==> config.mk <==
export PLATFORM = sky130hd
export DESIGN_NAME = dmem_arbiter_flat
export DESIGN_NICKNAME = d
export VERILOG_FILES = /design/src/rtl/dmem_arb_if.sv /design/src/rtl/dmem_arbiter.sv /design/src/flat_wrapper.sv
export SDC_FILE = /design/constraint.sdc
export NUM_CORES = 1
export LEC_CHECK = 0
export ABC_AREA = 1
export CAP_MARGIN = 20
export CORE_ASPECT_RATIO = 0.5
export CORE_MARGIN = 5
export CORE_UTILIZATION = 33
export DETAILED_ROUTE_END_ITERATION = 8
export MAX_ROUTING_LAYER = met4
export PLACE_DENSITY = 0.83
export SLEW_MARGIN = 20
export SYNTH_ARGS = -nofsm -noshare
export SYNTH_HDL_FRONTEND = slang
export SYNTH_SLANG_ARGS = --single-unit
==> constraint.sdc <==
create_clock -name CLK -period 2.3 [get_ports CLK]
set_clock_uncertainty 0.1 [all_clocks]
set_input_delay 0.575 -clock CLK [delete_from_list [all_inputs] [get_ports CLK]]
set_output_delay 0.575 -clock CLK [all_outputs]
set_load 0.005 [all_outputs]
==> src/rtl/dmem_arb_if.sv <==
`default_nettype none
//------------------------------------------------------------------------------
// Module   : dmem_arb_if
// Purpose  : Requester / data-memory bus bundle for dmem_arbiter.
// Revision : 1.0 - initial release
//------------------------------------------------------------------------------
interface dmem_arb_if #(
  parameter int SIZE = 32
);
  // Requester side, port 0 (CPU memory stage) and port 1 (accelerator)
  logic            REQ0;
  logic            REQ1;
  logic            LOCK0;
  logic            LOCK1;
  logic            WE0;
  logic            WE1;
  logic [SIZE-1:0] A0;
  logic [SIZE-1:0] A1;
  logic [SIZE-1:0] WD0;
  logic [SIZE-1:0] WD1;
  logic            GNT0;
  logic            GNT1;
  logic [SIZE-1:0] RD0;
  logic [SIZE-1:0] RD1;
  logic            RVALID0;
  logic            RVALID1;

  // Data memory side (single port, combinational read)
  logic            MEM_WE;
  logic [SIZE-1:0] MEM_A;
  logic [SIZE-1:0] MEM_WD;
  logic [SIZE-1:0] MEM_RD;

  // Environment: requesters plus the memory itself
  modport master (
    output REQ0, REQ1, LOCK0, LOCK1, WE0, WE1, A0, A1, WD0, WD1,
    input  GNT0, GNT1, RD0, RD1, RVALID0, RVALID1,
    input  MEM_WE, MEM_A, MEM_WD,
    output MEM_RD
  );

  // The arbiter
  modport slave (
    input  REQ0, REQ1, LOCK0, LOCK1, WE0, WE1, A0, A1, WD0, WD1,
    output GNT0, GNT1, RD0, RD1, RVALID0, RVALID1,
    output MEM_WE, MEM_A, MEM_WD,
    input  MEM_RD
  );
endinterface
`default_nettype wire

==> src/rtl/dmem_arbiter.sv <==
`default_nettype none
//------------------------------------------------------------------------------
// Module   : dmem_arbiter
// Purpose  : Two-port fixed-priority arbiter for a single-port data memory,
//            with locked bursts and registered read return.
//            Optional starvation guard: define DMEM_ARB_STARVE_GUARD_EN.
// Revision : 1.0 - initial release
//------------------------------------------------------------------------------
module dmem_arbiter #(
  parameter int SIZE     = 32,
  parameter int MAX_WAIT = 16
) (
  input  logic       CLK,
  input  logic       RESET_N,
  dmem_arb_if.slave  bus
);

  localparam logic [1:0] c_idle = 2'd0;
  localparam logic [1:0] c_own0 = 2'd1;
  localparam logic [1:0] c_own1 = 2'd2;

  logic [1:0]      r_state;
  logic [1:0]      w_next;
  logic            w_gnt0;
  logic            w_gnt1;
  logic            w_preempt;
  logic            w_mem_we;
  logic [SIZE-1:0] w_mem_a;
  logic [SIZE-1:0] w_mem_wd;
  logic [SIZE-1:0] r_rd0;
  logic [SIZE-1:0] r_rd1;
  logic            r_rvalid0;
  logic            r_rvalid1;

  // Grants are combinational so a dropped request never performs an access
  assign w_gnt0 = (r_state == c_own0) && bus.REQ0;
  assign w_gnt1 = (r_state == c_own1) && bus.REQ1;

`ifdef DMEM_ARB_STARVE_GUARD_EN
  localparam int                  c_cnt_w    = $clog2(MAX_WAIT + 1);
  localparam logic [c_cnt_w-1:0]  c_max_wait = c_cnt_w'(MAX_WAIT);

  logic [c_cnt_w-1:0] r_wait_cnt;

  assign w_preempt = (r_state == c_own0) && bus.REQ1 && (r_wait_cnt == c_max_wait);

  always_ff @(posedge CLK or negedge RESET_N) begin
    if (!RESET_N) begin
      r_wait_cnt <= '0;
    end else if (!bus.REQ1 || w_gnt1 || (w_next == c_idle)) begin
      r_wait_cnt <= '0;
    end else if ((r_state == c_own0) && (r_wait_cnt != c_max_wait)) begin
      r_wait_cnt <= r_wait_cnt + c_cnt_w'(1);
    end
  end
`else
  assign w_preempt = 1'b0;
`endif

  always_comb begin
    w_next = r_state;
    case (r_state)
      c_idle: begin
        if (bus.REQ0)      w_next = c_own0;
        else if (bus.REQ1) w_next = c_own1;
        else               w_next = c_idle;
      end
      c_own0: begin
        if (w_preempt)                  w_next = c_own1;
        else if (bus.REQ0 && bus.LOCK0) w_next = c_own0;
        else if (bus.REQ1)              w_next = c_own1;
        else                            w_next = c_idle;
      end
      c_own1: begin
        if (bus.REQ1 && bus.LOCK1) w_next = c_own1;
        else if (bus.REQ0)         w_next = c_own0;
        else                       w_next = c_idle;
      end
      default: w_next = c_idle;
    endcase
  end

  always_ff @(posedge CLK or negedge RESET_N) begin
    if (!RESET_N) begin
      r_state <= c_idle;
    end else begin
      r_state <= w_next;
    end
  end

  // Address/data follow the owner even without a request; only WE is qualified
  always_comb begin
    w_mem_we = 1'b0;
    w_mem_a  = '0;
    w_mem_wd = '0;
    case (r_state)
      c_own0: begin
        w_mem_we = bus.WE0 && bus.REQ0;
        w_mem_a  = bus.A0;
        w_mem_wd = bus.WD0;
      end
      c_own1: begin
        w_mem_we = bus.WE1 && bus.REQ1;
        w_mem_a  = bus.A1;
        w_mem_wd = bus.WD1;
      end
      default: begin
        w_mem_we = 1'b0;
        w_mem_a  = '0;
        w_mem_wd = '0;
      end
    endcase
  end

  always_ff @(posedge CLK or negedge RESET_N) begin
    if (!RESET_N) begin
      r_rd0     <= '0;
      r_rd1     <= '0;
      r_rvalid0 <= 1'b0;
      r_rvalid1 <= 1'b0;
    end else begin
      r_rvalid0 <= w_gnt0 && !bus.WE0;
      r_rvalid1 <= w_gnt1 && !bus.WE1;
      if (w_gnt0 && !bus.WE0) begin
        r_rd0 <= bus.MEM_RD;
      end
      if (w_gnt1 && !bus.WE1) begin
        r_rd1 <= bus.MEM_RD;
      end
    end
  end

  assign bus.GNT0    = w_gnt0;
  assign bus.GNT1    = w_gnt1;
  assign bus.RD0     = r_rd0;
  assign bus.RD1     = r_rd1;
  assign bus.RVALID0 = r_rvalid0;
  assign bus.RVALID1 = r_rvalid1;
  assign bus.MEM_WE  = w_mem_we;
  assign bus.MEM_A   = w_mem_a;
  assign bus.MEM_WD  = w_mem_wd;

endmodule
`default_nettype wire

==> src/flat_wrapper.sv <==
// flat-port wrapper written by rule: the top's interface ports become plain ports
module dmem_arbiter_flat 
#(
  parameter int SIZE     = 32,
  parameter int MAX_WAIT = 16
)
  (CLK, RESET_N, bus_REQ0, bus_REQ1, bus_LOCK0, bus_LOCK1, bus_WE0, bus_WE1, bus_A0, bus_A1, bus_WD0, bus_WD1, bus_GNT0, bus_GNT1, bus_RD0, bus_RD1, bus_RVALID0, bus_RVALID1, bus_MEM_WE, bus_MEM_A, bus_MEM_WD, bus_MEM_RD);
  dmem_arb_if #(.SIZE(SIZE)) bus_i ();
  input  logic CLK;
  input  logic RESET_N;
  input wire logic [$bits(bus_i.REQ0)-1:0] bus_REQ0;
  input wire logic [$bits(bus_i.REQ1)-1:0] bus_REQ1;
  input wire logic [$bits(bus_i.LOCK0)-1:0] bus_LOCK0;
  input wire logic [$bits(bus_i.LOCK1)-1:0] bus_LOCK1;
  input wire logic [$bits(bus_i.WE0)-1:0] bus_WE0;
  input wire logic [$bits(bus_i.WE1)-1:0] bus_WE1;
  input wire logic [$bits(bus_i.A0)-1:0] bus_A0;
  input wire logic [$bits(bus_i.A1)-1:0] bus_A1;
  input wire logic [$bits(bus_i.WD0)-1:0] bus_WD0;
  input wire logic [$bits(bus_i.WD1)-1:0] bus_WD1;
  output wire logic [$bits(bus_i.GNT0)-1:0] bus_GNT0;
  output wire logic [$bits(bus_i.GNT1)-1:0] bus_GNT1;
  output wire logic [$bits(bus_i.RD0)-1:0] bus_RD0;
  output wire logic [$bits(bus_i.RD1)-1:0] bus_RD1;
  output wire logic [$bits(bus_i.RVALID0)-1:0] bus_RVALID0;
  output wire logic [$bits(bus_i.RVALID1)-1:0] bus_RVALID1;
  output wire logic [$bits(bus_i.MEM_WE)-1:0] bus_MEM_WE;
  output wire logic [$bits(bus_i.MEM_A)-1:0] bus_MEM_A;
  output wire logic [$bits(bus_i.MEM_WD)-1:0] bus_MEM_WD;
  input wire logic [$bits(bus_i.MEM_RD)-1:0] bus_MEM_RD;
  assign bus_i.REQ0 = bus_REQ0;
  assign bus_i.REQ1 = bus_REQ1;
  assign bus_i.LOCK0 = bus_LOCK0;
  assign bus_i.LOCK1 = bus_LOCK1;
  assign bus_i.WE0 = bus_WE0;
  assign bus_i.WE1 = bus_WE1;
  assign bus_i.A0 = bus_A0;
  assign bus_i.A1 = bus_A1;
  assign bus_i.WD0 = bus_WD0;
  assign bus_i.WD1 = bus_WD1;
  assign bus_GNT0 = bus_i.GNT0;
  assign bus_GNT1 = bus_i.GNT1;
  assign bus_RD0 = bus_i.RD0;
  assign bus_RD1 = bus_i.RD1;
  assign bus_RVALID0 = bus_i.RVALID0;
  assign bus_RVALID1 = bus_i.RVALID1;
  assign bus_MEM_WE = bus_i.MEM_WE;
  assign bus_MEM_A = bus_i.MEM_A;
  assign bus_MEM_WD = bus_i.MEM_WD;
  assign bus_i.MEM_RD = bus_MEM_RD;
  dmem_arbiter #(.SIZE(SIZE), .MAX_WAIT(MAX_WAIT)) u_core (.CLK(CLK), .RESET_N(RESET_N), .bus(bus_i));
endmodule
==> summary.md <==
| Metric | Value |
|---|---|
| CTS tree | yes |
| Number of port buffers | 300 |
| H-tree levels | 3 |
| CTS Buf Count | 9 |
| Commonest cells after routing, fill and taps aside | 232 x clkdlybuf4s50_1, 140 x nand2_1, 67 x buf_2, 67 x dfrtp_1, 48 x nand2_2 |
| Syn Inst Count | 492 |
| Worst-skew pair later-pin latency | 0.32 ns |
| Area Growth Syn to Fin | 115% |
| Worst hold-check path type | input pin to async pin |
| Worst vdd ir | 0.618 mV |
| Sequential area share after synthesis | 45.7% |
| Slowest cell delay on critical path | 0.44 ns |
| Worst Path Buf+Inv | 5 |
| CTS Sinks | 68 |
| Count of final max-slew check failures | 0 |
| Crit path time final | 2.43 ns |
| Vias in the first global route | 4785 |
| P per Cell Area | 1240 nW/um^2 |
| Final Hold Fails | 0 |
| GPL Wtd Cong | 0.907 |
| Worst R2R Path Depth | 11 |
| IO Count | 301 |
| Slowest CP cell | dfrtp_2 |
| First-pass GRT wire length | 25200 um |
| Grt ovf | 0 |
| Pre-antenna DRT Iters | 4 |
| Total wire length | between 15000 and 20000 um |
| CTS Root Cell | clkbuf_16 |
| Family with the most delay on the worst path | buffers and inverters |
| Mean Syn Cell Area | 7.58 sq um |
| CP cell instances | buf_6 > ha_4 > buf_12 > buf_16 > buf_4 > nand2_2 > a21oi_2 > buf_2 |
| Core Region | 11000 sq um |
| Final setup margin | -0.127 ns |
| Levels on crit path | 8 |
| Final nets | between 1000 and 1500 |
| Overall routing resource usage | around a quarter |
| Yosys reg bits | 68 |
| Synthesized area | 3730 sq um |
| DRT antenna net count | 0 |
| Slew headroom | 67.1% |
| Initial DRC Count | 263 |
| Die ar. | between 10000 and 15000 sq um |
| Largest net degree at the start of global routing | 66 |
| Clk slew on worst S/H paths | approximately 0.050 ns |
| Crit end category | primary output |
| Critical path arrival | 1.75 ns |
| Startpoint Class | flip-flop |
| Status | finished, violations left |
| Fmax | 412 MHz |
| Synth area leader | dfrtp_1 |
| Multi-input logic area | 2070 sq um |
| Synthesized Nets | 666 |
| Bufs on Longest Clock Path | 2 |
| Vias | 4665 |
| Crit path max fanout | 7 |
| Yosys warnings | 0 |
| Fin crit share | 106% |
| DIE WIDTH | ~160 um |
| Pleak | between 3 and 4 nW |
| Yosys cell types | 18 |
| Total Power | around 0.010 W |
| DP Wirelength | 12100 um |
| Max Cap Viol | 0 |
| Yosys top cell area share | 45.7% |
| DRC Markers | 0 |
| Die Ht | 85.2 um |
| Initial Util | 33.8% |
| Share of cells above drive strength 1 | 34.9% |
| DR WL/cell | 17.4 um |
| Fill cell count | 794 |
| Row cnt | 27 |
| Register Area | 1700 sq um |
| Top post-synthesis cells by area | dfrtp_1 46%, nand2_1 18%, a21oi_1 8.7% |
| Commonest non-fill, non-tap cell in the layout | clkdlybuf4s50_1 |
| CP required | 1.62 ns |
| Antenna violations before repair | 1 |
| Vias per cell | 4.75 |
| Worst Max-Slew Pin Slew | approximately 0.49 ns |
| Place WS | -0.277 ns |
| Setup violations, final | 64 |
| RSZ-0062 raised after global routing | yes |
| Worst Setup Path Type | flip-flop to primary output |
| Failing checks | negative setup slack |
## per-layer routing
| metal | wire length (um) | GRT usage (%) | part of all wire [%] | up-vias |
|---|---|---|---|---|
| li1 | - | - | - | 2230 |
| met1 | 6600 | 26.5 | 38 | 2194 |
| met2 | 8940 | 41.9 | 52 | 189 |
| met3 | 899 | 4.42 | 5.2 | 52 |
| met4 | 701 | 9.84 | 4.1 | 0 |
| met5 | 0 | - | 0 | - |
## worst register-to-register path, cell delays in order (launching register included)
cell,delay [ns]
dfrtp_2,0.42
buf_6,0.12
ha_4,0.20
buf_8,0.13
buf_6,0.10
nand2_2,0.05
buf_4,0.14
buf_4,0.12
or2_4,0.23
buf_12,0.21
nand2_1,0.17
o21ai_2,0.05
## per-stage QoR
step	hold WS, ns	instance area, sq um	std cells	utilization, %	TNS, ns
finish	0.115	8030	983	72.9	-3.15
global route	0.155	8030	983	72.9	-7.36
CTS	0.128	7670	976	69.7	-1.99
detailed placement	0.368	7050	929	64.0	-9.41
global placement	0.366	7050	929	64.0	-8.50
floorplan	0.179	3730	492	-	0
## flip-flops by register name, indices dropped and copies added, names as in the netlist
signal	cells
u_core.r_state	2
u_core.bus.RD0	32
u_core.bus.RVALID0	1
u_core.bus.RVALID1	1
u_core.bus.RD1	32
## where the power goes
part           switching, W  internal [W]
sequential         0.000353       0.00176
clock              0.000476      0.000972
combinational       0.00282       0.00360
## Yosys cell counts
cell,number
nand2_1,181
dfrtp_1,68
a21oi_1,65
inv_1,43
o21ai_0,32
o21ai_2,25
nand2_2,20
clkbuf_1,11
buf_1,9
buf_2,8
nand3_1,8
o21ai_1,7
ha_1,6
buf_6,4
buf_8,2
clkbuf_2,1
inv_2,1
or2_1,1
## path summary, 6_finish.rpt
check	start	end	slack (ns)
max in group asynchronous	RESET_N	u_core.r_state[0]$_DFF_PN0_	1.36
min in group CLK	u_core.bus.RD0[18]$_DFFE_PN0P_	u_core.bus.RD0[18]$_DFFE_PN0P_	0.38
worst max-delay path	u_core.r_state[0]$_DFF_PN0_	bus_MEM_WD[0]	-0.13
worst min-delay path	RESET_N	u_core.bus.RD1[21]$_DFFE_PN0P_	0.12
worst min register to register	u_core.bus.RD0[18]$_DFFE_PN0P_	u_core.bus.RD0[18]$_DFFE_PN0P_	0.38
worst max register to register	u_core.r_state[0]$_DFF_PN0_	u_core.bus.RD0[31]$_DFFE_PN0P_	0.14
## repair_timing
item,4_1_cts,5_1_grt
buffers inserted,24,4
gates resized for setup,338,78
pin swaps,23,32
endpoints found under the setup margin,67,64
gates cloned,7,5
hold buffers,0,0
## kinds of logic after synthesis
kind of cell | synth area share, %
and+or+nand+nor | 22.8
adders and majority gates | 2.01
DFF | 45.7
buffers and inverters | 9.67
AOI/OAI and AO/OA | 19.8
## area by class of cell
cell class	instances	area share, %
timing repair buffer	364	44.5
multi-input combinational	345	25.8
sequential	68	21.2
clock buffer	11	3.02
tap	145	2.26
inverter	44	2.18
clock inverter	5	0.935
antenna	1	0.0312
(Power assumes the default switching activity.)
